<file path="src/rtl/mc_ctrl_if.sv">
// Control-unit bundle: instruction/status inputs from the datapath and the enables/selects back to it.
// master = control unit, slave = datapath side.
interface mc_ctrl_if #(
  parameter int CNT_W = 32
);
  logic [31:0]      ins;
  logic             zero;
  logic             mem_ready;
  logic             PCWr;
  logic             IRWr;
  logic [1:0]       nPC_sel;
  logic             RegWr;
  logic [1:0]       RegDst;
  logic [1:0]       MemtoReg;
  logic             ExtOp;
  logic             ALUSrc;
  logic [2:0]       ALUctr;
  logic             MemRd;
  logic             MemWr;
  logic             illegal;
  logic             mem_fault;
  logic [CNT_W-1:0] instret;

  modport master (
    input  ins, zero, mem_ready,
    output PCWr, IRWr, nPC_sel, RegWr, RegDst, MemtoReg, ExtOp, ALUSrc, ALUctr,
           MemRd, MemWr, illegal, mem_fault, instret
  );

  modport slave (
    output ins, zero, mem_ready,
    input  PCWr, IRWr, nPC_sel, RegWr, RegDst, MemtoReg, ExtOp, ALUSrc, ALUctr,
           MemRd, MemWr, illegal, mem_fault, instret
  );
endinterface

</file>
<file path="src/rtl/mc_ctrl.sv">
// Multi-cycle MIPS control FSM (IF/ID/EX/MEM/WB): combinational per-state enables,
// MEM waits on mem_ready with a timeout, retired-instruction counter.
module mc_ctrl #(
  parameter int CNT_W       = 32,
  parameter int MEM_TIMEOUT = 15
) (
  input  logic        clk,
  input  logic        rst,
  mc_ctrl_if.master   bus
);
  localparam logic [2:0] S_IF  = 3'd0;
  localparam logic [2:0] S_ID  = 3'd1;
  localparam logic [2:0] S_EX  = 3'd2;
  localparam logic [2:0] S_MEM = 3'd3;
  localparam logic [2:0] S_WB  = 3'd4;

  localparam logic [5:0] OP_R   = 6'b000000;
  localparam logic [5:0] OP_J   = 6'b000010;
  localparam logic [5:0] OP_JAL = 6'b000011;
  localparam logic [5:0] OP_BEQ = 6'b000100;
  localparam logic [5:0] OP_ORI = 6'b001101;
  localparam logic [5:0] OP_LUI = 6'b001111;
  localparam logic [5:0] OP_LW  = 6'b100011;
  localparam logic [5:0] OP_SW  = 6'b101011;

  localparam logic [5:0] F_JR   = 6'b001000;
  localparam logic [5:0] F_ADDU = 6'b100001;
  localparam logic [5:0] F_SUBU = 6'b100011;
  localparam logic [5:0] F_AND  = 6'b100100;
  localparam logic [5:0] F_OR   = 6'b100101;
  localparam logic [5:0] F_SLT  = 6'b101010;

  localparam logic [2:0] ALU_PASS = 3'b100;
  localparam logic [7:0] TO_LAST  = 8'(MEM_TIMEOUT - 1);

  logic [2:0]       state_q, state_d;
  logic [7:0]       wait_q, wait_d;
  logic [CNT_W-1:0] instret_q, instret_d;

  logic [5:0] op, funct;
  logic       is_r, is_jr, is_jump, is_lw, is_sw, is_beq, legal, mem_to, retire;
  logic [2:0] alu_op;
  logic       alu_src, ext_op;

  assign op      = bus.ins[31:26];
  assign funct   = bus.ins[5:0];
  assign is_r    = (op == OP_R);
  assign is_jr   = is_r && (funct == F_JR);
  assign is_jump = (op == OP_J) || (op == OP_JAL) || is_jr;
  assign is_lw   = (op == OP_LW);
  assign is_sw   = (op == OP_SW);
  assign is_beq  = (op == OP_BEQ);
  assign legal   = is_jump || is_lw || is_sw || is_beq || (op == OP_ORI) || (op == OP_LUI) ||
                   (is_r && (funct inside {F_ADDU, F_SUBU, F_AND, F_OR, F_SLT}));

  // Timeout only on the MEM_TIMEOUT-th not-ready cycle; a ready in that cycle still completes.
  assign mem_to  = (state_q == S_MEM) && !bus.mem_ready && (wait_q == TO_LAST);

  // ALU controls follow the instruction through EX/MEM/WB so the address stays stable.
  always_comb begin
    alu_op  = ALU_PASS;
    alu_src = 1'b0;
    ext_op  = 1'b0;
    case (op)
      OP_R: begin
        case (funct)
          F_ADDU:  alu_op = 3'b000;
          F_SUBU:  alu_op = 3'b001;
          F_OR:    alu_op = 3'b010;
          F_AND:   alu_op = 3'b110;
          F_SLT:   alu_op = 3'b101;
          default: alu_op = ALU_PASS;
        endcase
      end
      OP_ORI: begin alu_op = 3'b010; alu_src = 1'b1; end
      OP_LUI: begin alu_op = 3'b011; alu_src = 1'b1; end
      OP_LW, OP_SW: begin alu_op = 3'b000; alu_src = 1'b1; ext_op = 1'b1; end
      OP_BEQ: alu_op = 3'b001;
      default: alu_op = ALU_PASS;
    endcase
  end

  always_ff @(posedge clk) begin
    if (rst) begin
      state_q   <= S_IF;
      wait_q    <= 8'd0;
      instret_q <= '0;
    end else begin
      state_q   <= state_d;
      wait_q    <= wait_d;
      instret_q <= instret_d;
    end
  end

  always_comb begin
    state_d = S_IF;
    wait_d  = 8'd0;
    retire  = 1'b0;
    case (state_q)
      S_IF: state_d = S_ID;
      S_ID: begin
        state_d = (legal && !is_jump) ? S_EX : S_IF;
        retire  = is_jump;
      end
      S_EX: begin
        state_d = (is_lw || is_sw) ? S_MEM : (is_beq ? S_IF : S_WB);
        retire  = is_beq;
      end
      S_MEM: begin
        if (bus.mem_ready) begin
          state_d = is_lw ? S_WB : S_IF;
          retire  = is_sw;
        end else if (!mem_to) begin
          state_d = S_MEM;
          wait_d  = wait_q + 8'd1;
        end
      end
      S_WB: retire = 1'b1;
      default: state_d = S_IF;
    endcase
    instret_d = instret_q + {{(CNT_W-1){1'b0}}, retire};
  end

  assign bus.instret = instret_q;

  always_comb begin
    bus.PCWr      = 1'b0;
    bus.IRWr      = 1'b0;
    bus.nPC_sel   = 2'b00;
    bus.RegWr     = 1'b0;
    bus.RegDst    = 2'b00;
    bus.MemtoReg  = 2'b00;
    bus.ExtOp     = 1'b0;
    bus.ALUSrc    = 1'b0;
    bus.ALUctr    = ALU_PASS;
    bus.MemRd     = 1'b0;
    bus.MemWr     = 1'b0;
    bus.illegal   = 1'b0;
    bus.mem_fault = 1'b0;
    if (!rst) begin
      case (state_q)
        S_IF: begin
          bus.PCWr = 1'b1;
          bus.IRWr = 1'b1;
        end
        S_ID: begin
          if (!legal) begin
            bus.illegal = 1'b1;
          end else if (is_jr) begin
            bus.PCWr    = 1'b1;
            bus.nPC_sel = 2'b11;
          end else if (is_jump) begin
            bus.PCWr    = 1'b1;
            bus.nPC_sel = 2'b10;
            if (op == OP_JAL) begin
              bus.RegWr    = 1'b1;
              bus.RegDst   = 2'b10;
              bus.MemtoReg = 2'b10;
            end
          end
        end
        S_EX, S_MEM, S_WB: begin
          bus.ALUctr = alu_op;
          bus.ALUSrc = alu_src;
          bus.ExtOp  = ext_op;
          if (state_q == S_EX && is_beq) begin
            bus.nPC_sel = 2'b01;
            bus.PCWr    = bus.zero;
          end
          if (state_q == S_MEM) begin
            bus.MemRd     = is_lw && !mem_to;
            bus.MemWr     = is_sw && !mem_to;
            bus.mem_fault = mem_to;
          end
          if (state_q == S_WB) begin
            bus.RegWr    = 1'b1;
            bus.RegDst   = is_r ? 2'b01 : 2'b00;
            bus.MemtoReg = is_lw ? 2'b01 : 2'b00;
          end
        end
        default: ;
      endcase
    end
  end
endmodule

</file>
<file path="src/flat_wrapper.sv">
// flat-port wrapper written by rule: the top's interface ports become plain ports
module mc_ctrl_flat 
#(
  parameter int CNT_W       = 32,
  parameter int MEM_TIMEOUT = 15
)
  (clk, rst, bus_ins, bus_zero, bus_mem_ready, bus_PCWr, bus_IRWr, bus_nPC_sel, bus_RegWr, bus_RegDst, bus_MemtoReg, bus_ExtOp, bus_ALUSrc, bus_ALUctr, bus_MemRd, bus_MemWr, bus_illegal, bus_mem_fault, bus_instret);
  mc_ctrl_if #(.CNT_W(CNT_W)) bus_i ();
  input  logic clk;
  input  logic rst;
  input wire logic [$bits(bus_i.ins)-1:0] bus_ins;
  input wire logic [$bits(bus_i.zero)-1:0] bus_zero;
  input wire logic [$bits(bus_i.mem_ready)-1:0] bus_mem_ready;
  output wire logic [$bits(bus_i.PCWr)-1:0] bus_PCWr;
  output wire logic [$bits(bus_i.IRWr)-1:0] bus_IRWr;
  output wire logic [$bits(bus_i.nPC_sel)-1:0] bus_nPC_sel;
  output wire logic [$bits(bus_i.RegWr)-1:0] bus_RegWr;
  output wire logic [$bits(bus_i.RegDst)-1:0] bus_RegDst;
  output wire logic [$bits(bus_i.MemtoReg)-1:0] bus_MemtoReg;
  output wire logic [$bits(bus_i.ExtOp)-1:0] bus_ExtOp;
  output wire logic [$bits(bus_i.ALUSrc)-1:0] bus_ALUSrc;
  output wire logic [$bits(bus_i.ALUctr)-1:0] bus_ALUctr;
  output wire logic [$bits(bus_i.MemRd)-1:0] bus_MemRd;
  output wire logic [$bits(bus_i.MemWr)-1:0] bus_MemWr;
  output wire logic [$bits(bus_i.illegal)-1:0] bus_illegal;
  output wire logic [$bits(bus_i.mem_fault)-1:0] bus_mem_fault;
  output wire logic [$bits(bus_i.instret)-1:0] bus_instret;
  assign bus_i.ins = bus_ins;
  assign bus_i.zero = bus_zero;
  assign bus_i.mem_ready = bus_mem_ready;
  assign bus_PCWr = bus_i.PCWr;
  assign bus_IRWr = bus_i.IRWr;
  assign bus_nPC_sel = bus_i.nPC_sel;
  assign bus_RegWr = bus_i.RegWr;
  assign bus_RegDst = bus_i.RegDst;
  assign bus_MemtoReg = bus_i.MemtoReg;
  assign bus_ExtOp = bus_i.ExtOp;
  assign bus_ALUSrc = bus_i.ALUSrc;
  assign bus_ALUctr = bus_i.ALUctr;
  assign bus_MemRd = bus_i.MemRd;
  assign bus_MemWr = bus_i.MemWr;
  assign bus_illegal = bus_i.illegal;
  assign bus_mem_fault = bus_i.mem_fault;
  assign bus_instret = bus_i.instret;
  mc_ctrl #(.CNT_W(CNT_W), .MEM_TIMEOUT(MEM_TIMEOUT)) u_core (.clk(clk), .rst(rst), .bus(bus_i));
endmodule
</file>
<file path="config.mk">
export PLATFORM = sky130hd
export DESIGN_NAME = mc_ctrl_flat
export DESIGN_NICKNAME = d
export VERILOG_FILES = /design/src/rtl/mc_ctrl_if.sv /design/src/rtl/mc_ctrl.sv /design/src/flat_wrapper.sv
export SDC_FILE = /design/constraint.sdc
export NUM_CORES = 1
export LEC_CHECK = 0
export ABC_AREA = 1
export ABC_CLOCK_PERIOD_IN_PS = 2900
export CORE_MARGIN = 5
export CORE_UTILIZATION = 46
export DETAILED_ROUTE_END_ITERATION = 7
export HOLD_SLACK_MARGIN = 0.08
export PLACE_DENSITY = 0.83
export SLEW_MARGIN = 10
export SYNTH_ARGS = -nofsm -noshare
export SYNTH_HDL_FRONTEND = slang
export SYNTH_SLANG_ARGS = --single-unit
</file>
<file path="constraint.sdc">
create_clock -name clk -period 2.9 [get_ports clk]
set_clock_uncertainty 0.1 [all_clocks]
set_input_delay 0.58 -clock clk [delete_from_list [all_inputs] [get_ports clk]]
set_output_delay 0.58 -clock clk [all_outputs]
set_load 0.05 [all_outputs]
</file>
# == After elaboration in Yosys (flattened, before gate mapping) ==
# Cells that the tools add are included.
# totals
regBits,43
output_inout_bits,50
word_cells,115
in_bits,36
# op_classes
eq_ne,18
n_reduce_logical,27
n_mux,64
n_addsub,2
bitwise,1
# op_table
operator,n
$eq A6 B6 Y1 const B,7
$mux W1,35
$add A32 B1 Y32,1
$pmux W3 S5,2
$mux W2,14
$eq A6 B4 Y1 const B,3
$mux W3,6
$eq A6 B2 Y1 const B,2
$pmux W2 S2,3
$pmux W3 S4,1
$logic_or A1 B1 Y1,9
$add A8 B1 Y8 const B,1
$eq A8 B4 Y1 const B,1
$logic_and A1 B1 Y1,8
$reduce_or A4 Y1,2
$eq A3 B2 Y1 const B,2
$eq A6 B3 Y1 const B,1
$logic_not A6 Y1,1
$reduce_bool A5 Y1,1
$pmux W1 S4,1
$eq A3 B1 Y1 const B,1
$eq A3 B3 Y1 const B,1
$logic_not A1 Y1,3
$logic_not A3 Y1,1
5 further kinds,5

# == Longest topological paths before layout ==
# Gate-level depths: netlist of run 1.
# depth
depth_word,12
depth_mapped,19

# == Worst setup path before layout of run 1 ==
# Ideal clock, no wire load.
# synth_path
kind,input to output
startpoint,input rst
endpoint,output bus_MemtoReg[0]
path_stages,2
arrival_ns,2.317
path_buffers,1
slack_ns,-0.097
path_cell_list,clkbuf_1 > nor4_1
# synth_between
elab_chain_len,1
# synth_rtl
element,line,rtl
"start, declared",flat_wrapper.sv:10,input logic rst;
$mux W2,mc_ctrl.sv:140,if (!rst) begin
"end, declared",flat_wrapper.sv:19,output wire logic [$bits(bus_i.MemtoReg)-1:0] bus_MemtoReg;
# No other way between the ends.

# == Worst setup path in the final report of run 1 ==
# layout_path
startpoint,input bus_ins[31]
endpoint,output bus_PCWr
# layout_between
elab_chain_len,12
elab_cells_between_ends,25
# layout_rtl
element,line,rtl
"start, declared",flat_wrapper.sv:11,input wire logic [$bits(bus_i.ins)-1:0] bus_ins;
$eq A6 B2 Y1 or $logic_not A6 Y1 (tied branches),"mc_ctrl.sv:49, mc_ctrl.sv:47",
$logic_or A1 B1 Y1 or $logic_and A1 B1 Y1 (tied branches),"mc_ctrl.sv:49, mc_ctrl.sv:48",
$logic_or A1 B1 Y1,mc_ctrl.sv:49,assign is_jump = (op == OP_J) || (op == OP_JAL) || is_jr;
$logic_or A1 B1 Y1 (6 in series),mc_ctrl.sv:53,assign legal = is_jump || is_lw || is_sw || is_beq || (op == OP_ORI) || (op == OP_LUI) ||
$mux W1,mc_ctrl.sv:147,if (!legal) begin
$pmux W1 S3 (*),mc_ctrl.sv:141,case (state_q)
$mux W1 (*),mc_ctrl.sv:140,
"end, declared",flat_wrapper.sv:14,output wire logic [$bits(bus_i.PCWr)-1:0] bus_PCWr;
# Mark *: on every way between the ends. The rest lies on a longest branch, timed or not.

==> results of run 1 <==
[area by class of cell]
class                      count  area (um^2)
timing repair buffer         105         1110
fill                         454         1540
clock buffer                   5         68.8
tap                           72         90.1
clock inverter                 3         47.5
sequential                    43          861
inverter                      57          214
multi-input combinational    323         1600
[routing by layer]
layer / vias to the layer above / routed length (um)
li1: 1583 / -
met1: 1425 / 3170
met2: 108 / 4090
met3: 25 / 542
met4: 0 / 246
met5: - / 0
[power groups by stage]
stage                     combinational, uW  clock (uW)  sequential, uW
final                                   128         489             593
after CTS                               122         491             593
after detailed placement                120           0             607
after global routing                    140         516             593
after global placement                  117           0             607
after floorplan                        50.0           0             607
[cells in the mapped netlist, types with 2 or more instances]
cell / n
nor3_1: 16
nand2_1: 99
nor2_4: 2
o21a_1: 4
dfxtp_1: 43
nor2_2: 6
inv_1: 53
nor2_1: 82
clkbuf_1: 4
a21oi_1: 38
ha_1: 4
xnor2_1: 3
inv_2: 3
nand2_2: 6
o21ai_0: 13
nand3b_1: 6
nand3_1: 23
nand4_1: 8
or2_2: 2
nor3_2: 2
[path summary, 6_finish.rpt]
path,start,endpoint,slack (ns)
hold / removal,u_core.wait_q[0]$_SDFF_PP0_,u_core.wait_q[0]$_SDFF_PP0_,0.36
setup reg to reg,u_core.state_q[1]$_SDFF_PP0_,u_core.bus.instret[30]$_SDFF_PP0_,0.42
setup / recovery,bus_ins[31],bus_PCWr,0.06
hold reg to reg,u_core.wait_q[0]$_SDFF_PP0_,u_core.wait_q[0]$_SDFF_PP0_,0.36
[metrics by stage]
stage | hold slack (ns) | worst slack (ns) | cells | utilization, % | total power, uW
floorplan | 0.317 | 0.00414 | 428 | - | 657
global placement | 0.327 | -0.138 | 596 | 68.2 | 723
detailed placement | 0.341 | -0.217 | 596 | 68.2 | 727
CTS | 0.360 | -0.00107 | 606 | 70.7 | 1210
global route | 0.403 | -0.0656 | 608 | 72.2 | 1250
finish | 0.356 | 0.0573 | 608 | 72.2 | 1210
[state kept, by name, indices dropped and copies added, names as in the netlist]
register            flops
u_core.bus.instret     32
u_core.state_q          3
u_core.wait_q           8
[repair_timing]
| action | in CTS | in global routing |
|---|---|---|
| pin swaps | 3 | 7 |
| gates resized for setup | 4 | 27 |
| endpoints found under the setup margin | 4 | 30 |
| setup buffers | 2 | 2 |
[logic make-up (layout without fill, tap and decap cells)]
kind of cell | after synthesis | in the layout
adder cells (fa/ha/maj) | 4 | 4
buffers and inverters | 62 | 170
XOR/XNOR | 4 | 4
AO/OA/AOI/OAI | 58 | 58
AND/OR/NAND/NOR | 257 | 257
flip-flops | 43 | 43
[worst max-delay path, delay by kind of cell]
| kind | cells | cell delay, ns |
|---|---|---|
| AO/OA/AOI/OAI | 2 | 0.25 |
| buffers and inverters | 4 | 0.86 |
| AND/OR/NAND/NOR | 3 | 0.47 |
==> flow_summary.ini, run 1 <==
[grt]
grt_pass1_vias = 3114
track_usage_pct = 22.2
grt_pass1_wl_mm = 13.3
grt_max_degree = 24
grtUsageMet2_pct = 41.2
grt_antenna_before_repair = 0
grtUsageMet3_pct = 6.44
grt_most_used_layer = met2
globalRouteMet1Util_pct = 23.3
grt.overflow.total = 0

[synthesis]
synth_compound_area_share_pct = 11.7
syn_area_per_cell_um2 = 6.15
ys_ff_latch = 43
synth.distinct_cells = 31
synth-simple-area-share_pct = 43.4
synth_edf_count = 0
syn_area_um2 = 2630
synth_top_area_share_pct = 32.7
synth.yosys.seq_area_share_pct = 32.7
synth_top_flop_cell = dfxtp_1
syn-num-nets = 468
yosys_warnings = 0
synthAdderAreaFrac_pct = 1.90
yosys-mux-area-fraction_pct = 0
synth_area_leaders = dfxtp_1 (33%), nand2_1 (14%), nor2_1 (12%)
synthArstFlopShare_pct = 0
synth_top_family_by_area = simple AND/OR/NAND/NOR gates
synth_top_area_cell = dfxtp_1
synthXorXnorAreaFrac_pct = 1.33
syn_inst = 428

[route]
first_pass_iters = 4
drtIter0Drc = 143
totalWireLength_mm = 8.05
postRouteAntennaNets = 0
drc = 0
post_drt_wl_per_cell_um = 13.2
vias = 3141
vias_per_cell = 5.17

[worst_setup_path]
slowest_delay_ns = 0.43
path_class = primary input to output port
end_kind = output port
ff2ff_path_depth = 15
cp_max_fo = 3
start_kind = primary input
path_cells = clkdlybuf4s50_1 -> nor2_2 -> buf_4 -> nand3_1 -> nor2_2 -> buf_4 -> a21oi_1 -> a21oi_2 -> buf_12
critPathArrivalTime_ns = 2.16
crit_path_top_delay_cell = clkdlybuf4s50_1
required_ns = 2.22

[placed_design]
placedInstanceArea_um2 = 3780
hpwl_mm = 6.41
portBuffers = 65
gp_congestion = 0.897

[floorplan]
initial_core_util_pct = 47.5
die_h_um = 85.6
dieWidth_um = 85.6
core_area_um2 = 5540
num_rows = 27
io-pin-count = 86
fp.dieArea_um2 = 7330

[clocking]
clk_latency_ns = 0.31
cts_max_level = 2
cts.clk_slew.worst_paths_ns = 0.09
clock_sinks = 43
postCtsHoldBufs = 0
cts_tree = built
cts_root_buf = clkbuf_8
numCtsBuffers = 5
clock_path_buffers = 2

[timing]
slew_viol_final = 0
finalHoldViolations = 0
slew_headroom_pct = 66.1
rsz0062_at_grt = yes
fmax_ghz = 0.352
period_minus_slack_ns = 2.84
tns_ns = 0
tightestPinTransition_ns = 0.506
setup_viol = 0
timing.final.crit_share_pct = 98.0

[pwr]
intPower_uw = 913
net-switching-power_uw = 297
seqPwrFrac_pct = 49.0
leakagePower_uw = 0.00150
clkPwrFrac_pct = 40.4
comb_power_share_pct = 10.6
ir_worst_vdd_mv = 0.208
powerDensity_nw_per_um2 = 303
switching_share_pct = 24.6

[final_layout]
num-nets-final = 575
final_common_cell = nand2_1
final_area_um2 = 4000
area_growth_pct = 52.0
n_antenna_cell = 0
mostFrequentLayoutCells = nand2_1 (96), nor2_1 (77), inv_1 (50)
layout-drive-gt1-share_pct = 20.3

[job]
drv_cap = 0

[min_path]
hold_path_class = flop to flop
hold_depth = 1

[status]
status = completed
Power figures use the tool's default switching activity.
==> run 2: changes to the inputs <==
--- a/config.mk
+++ b/config.mk
@@ -9,6 +9,7 @@
 export ABC_CLOCK_PERIOD_IN_PS = 2900
 export CORE_MARGIN = 5
 export CORE_UTILIZATION = 46
+export CTS_BUF_LIST = sky130_fd_sc_hd__clkbuf_16
 export DETAILED_ROUTE_END_ITERATION = 7
 export HOLD_SLACK_MARGIN = 0.08
 export PLACE_DENSITY = 0.83
==> run 2 against run 1 <==
  * Die area is the same
  * Setup slack lost 0.0048 ns
  * Hold slack got worse by 0.0062 ns
  * Non-clock buffer count grew 1
  * Sequential power is essentially flat
  * Global-route usage up 0.080 points
  * Maximum frequency decreased by 0.17%
  * Combinational power barely moved
  * Sequential cell count unchanged
  * Largest cell class unchanged
  * Largest power group is now clock
  * Highest routed layer unchanged
==> flow_summary.ini, run 2 (same netlist as run 1, synthesis figures left out) <==
[status]
status = completed

[final_layout]
final_common_cell = nand2_1
layout-drive-gt1-share_pct = 20.5
mostFrequentLayoutCells = nand2_1 (97), nor2_1 (77), inv_1 (50)
area_growth_pct = 55.1
n_antenna_cell = 0
largest_reg_flops = 32
fillerInstances = 448
num-nets-final = 576
utilization_pct = 73.7
final_area_um2 = 4080

[timing]
finalHoldViolations = 0
fmax_ghz = 0.351
setup_ws_ns = 0.0525
slew_headroom_pct = 65.9
rsz0062_at_grt = yes
tightestPinTransition_ns = 0.510
timing.final.crit_share_pct = 98.2
setup_viol = 0
period_minus_slack_ns = 2.85
timing.hold.ws_ns = 0.350
slew_viol_final = 0

[worst_setup_path]
slowest_delay_ns = 0.43
r2r_setup_slack_ns = 0.48
critPathArrivalTime_ns = 2.17
cp-endpoint = bus_PCWr
end_kind = output port
required_ns = 2.22
reg2reg_to = u_core.bus.instret[17]$_SDFF_PP0_
path_cells = clkdlybuf4s50_1 -> nor2_2 -> buf_4 -> nand3_1 -> nor2_2 -> buf_4 -> a21oi_1 -> a21oi_2 -> buf_12
crit_path_top_delay_cell = clkdlybuf4s50_1
crit_buf_inv = 4
ff2ff_path_depth = 14
cp_top_family = buffers and inverters
path_class = primary input to output port
cp.depth = 9
r2r-start = u_core.state_q[1]$_SDFF_PP0_
critPathLaunch = bus_ins[31]
start_kind = primary input
cp_max_fo = 3

[pwr]
leakagePower_uw = 0.00153
net-switching-power_uw = 317
ir_worst_vdd_mv = 0.426
power_uw = 1380
intPower_uw = 1060
seqPwrFrac_pct = 43.0
comb_power_share_pct = 9.3
clkPwrFrac_pct = 47.7
switching_share_pct = 23.0
powerDensity_nw_per_um2 = 338

[placed_design]
hpwl_mm = 6.41
dpl_worst_slack_ns = -0.217
placedInstanceArea_um2 = 3780
portBuffers = 65
gp_congestion = 0.897

[clocking]
cts_root_buf = clkbuf_16
clk_latency_ns = 0.29
clock_path_buffers = 2
cts_tree = built
numCtsBuffers = 5
clock_sinks = 43
cts.clk_slew.worst_paths_ns = 0.07
cts_max_level = 2

[grt]
grt_pass1_wl_mm = 13.4
grt.overflow.total = 0
grt_pass1_vias = 3084
track_usage_pct = 22.3
grt_antenna_before_repair = 0
grt_max_degree = 24

[route]
vias = 3166
first_pass_iters = 6
totalWireLength_mm = 8.22
drc = 0
post_drt_wl_per_cell_um = 13.5
drtIter0Drc = 132
postRouteAntennaNets = 0
vias_per_cell = 5.20

[floorplan]
dieWidth_um = 85.6
core_area_um2 = 5540
num_rows = 27
fp.dieArea_um2 = 7330
initial_core_util_pct = 47.5
io-pin-count = 86
die_h_um = 85.6

[min_path]
hold_path_class = flop to flop

[job]
drv_cap = 0
-- run 2: how the worst min path moves through the flow --
stage	startpoint	to	cells after the start
final	u_core.wait_q[0]$_SDFF_PP0_	u_core.wait_q[0]$_SDFF_PP0_	1
after global routing	u_core.wait_q[0]$_SDFF_PP0_	u_core.wait_q[0]$_SDFF_PP0_	1
after global placement	u_core.wait_q[0]$_SDFF_PP0_	u_core.wait_q[0]$_SDFF_PP0_	1
after floorplan	u_core.wait_q[0]$_SDFF_PP0_	u_core.wait_q[0]$_SDFF_PP0_	1
after CTS	u_core.wait_q[0]$_SDFF_PP0_	u_core.wait_q[0]$_SDFF_PP0_	1
after detailed placement	u_core.wait_q[0]$_SDFF_PP0_	u_core.wait_q[0]$_SDFF_PP0_	1
-- run 2: routing by layer --
metal  track usage [%]  part of all wire [%]  up-vias
li1                  -                     -     1591
met1              24.0                    38     1422
met2              41.5                    51      132
met3              5.57                   7.4       21
met4              9.06                   3.2        0
met5                 0                     0        -
-- run 2: cell type report --
type | count | area, um^2 | area share (%)
Tap cell | 72 | 90.1 | 2.21
Clock buffer | 5 | 125 | 3.07
Clock inverter | 3 | 47.5 | 1.16
Sequential cell | 43 | 861 | 21.1
Multi-Input combinational cell | 323 | 1620 | 39.7
Inverter | 57 | 214 | 5.24
Timing Repair Buffer | 106 | 1120 | 27.5
-- run 2: per-stage QoR --
step / TNS, ns / instances
after global placement: -1.30 / 596
after floorplan: 0 / 428
after detailed placement: -3.40 / 596
after CTS: -0.00107 / 606
after global routing: -0.293 / 609
final: 0 / 609
-- run 2: what timing repair did --
| item | in CTS | in global routing |
|---|---|---|
| endpoints found under the hold margin | 0 | 0 |
| hold buffers | 0 | 0 |
| pin swaps | 3 | 8 |
| endpoints found under the setup margin | 4 | 31 |
| buffers inserted | 2 | 3 |
| gates resized for setup | 4 | 27 |
-- run 2: power groups by stage --
stage | logic [uW] | registers [uW] | clock network [uW]
finish | 128 | 594 | 659
global route | 140 | 593 | 690
CTS | 122 | 594 | 657
detailed placement | 120 | 607 | 0
global placement | 117 | 607 | 0
floorplan | 50.0 | 607 | 0
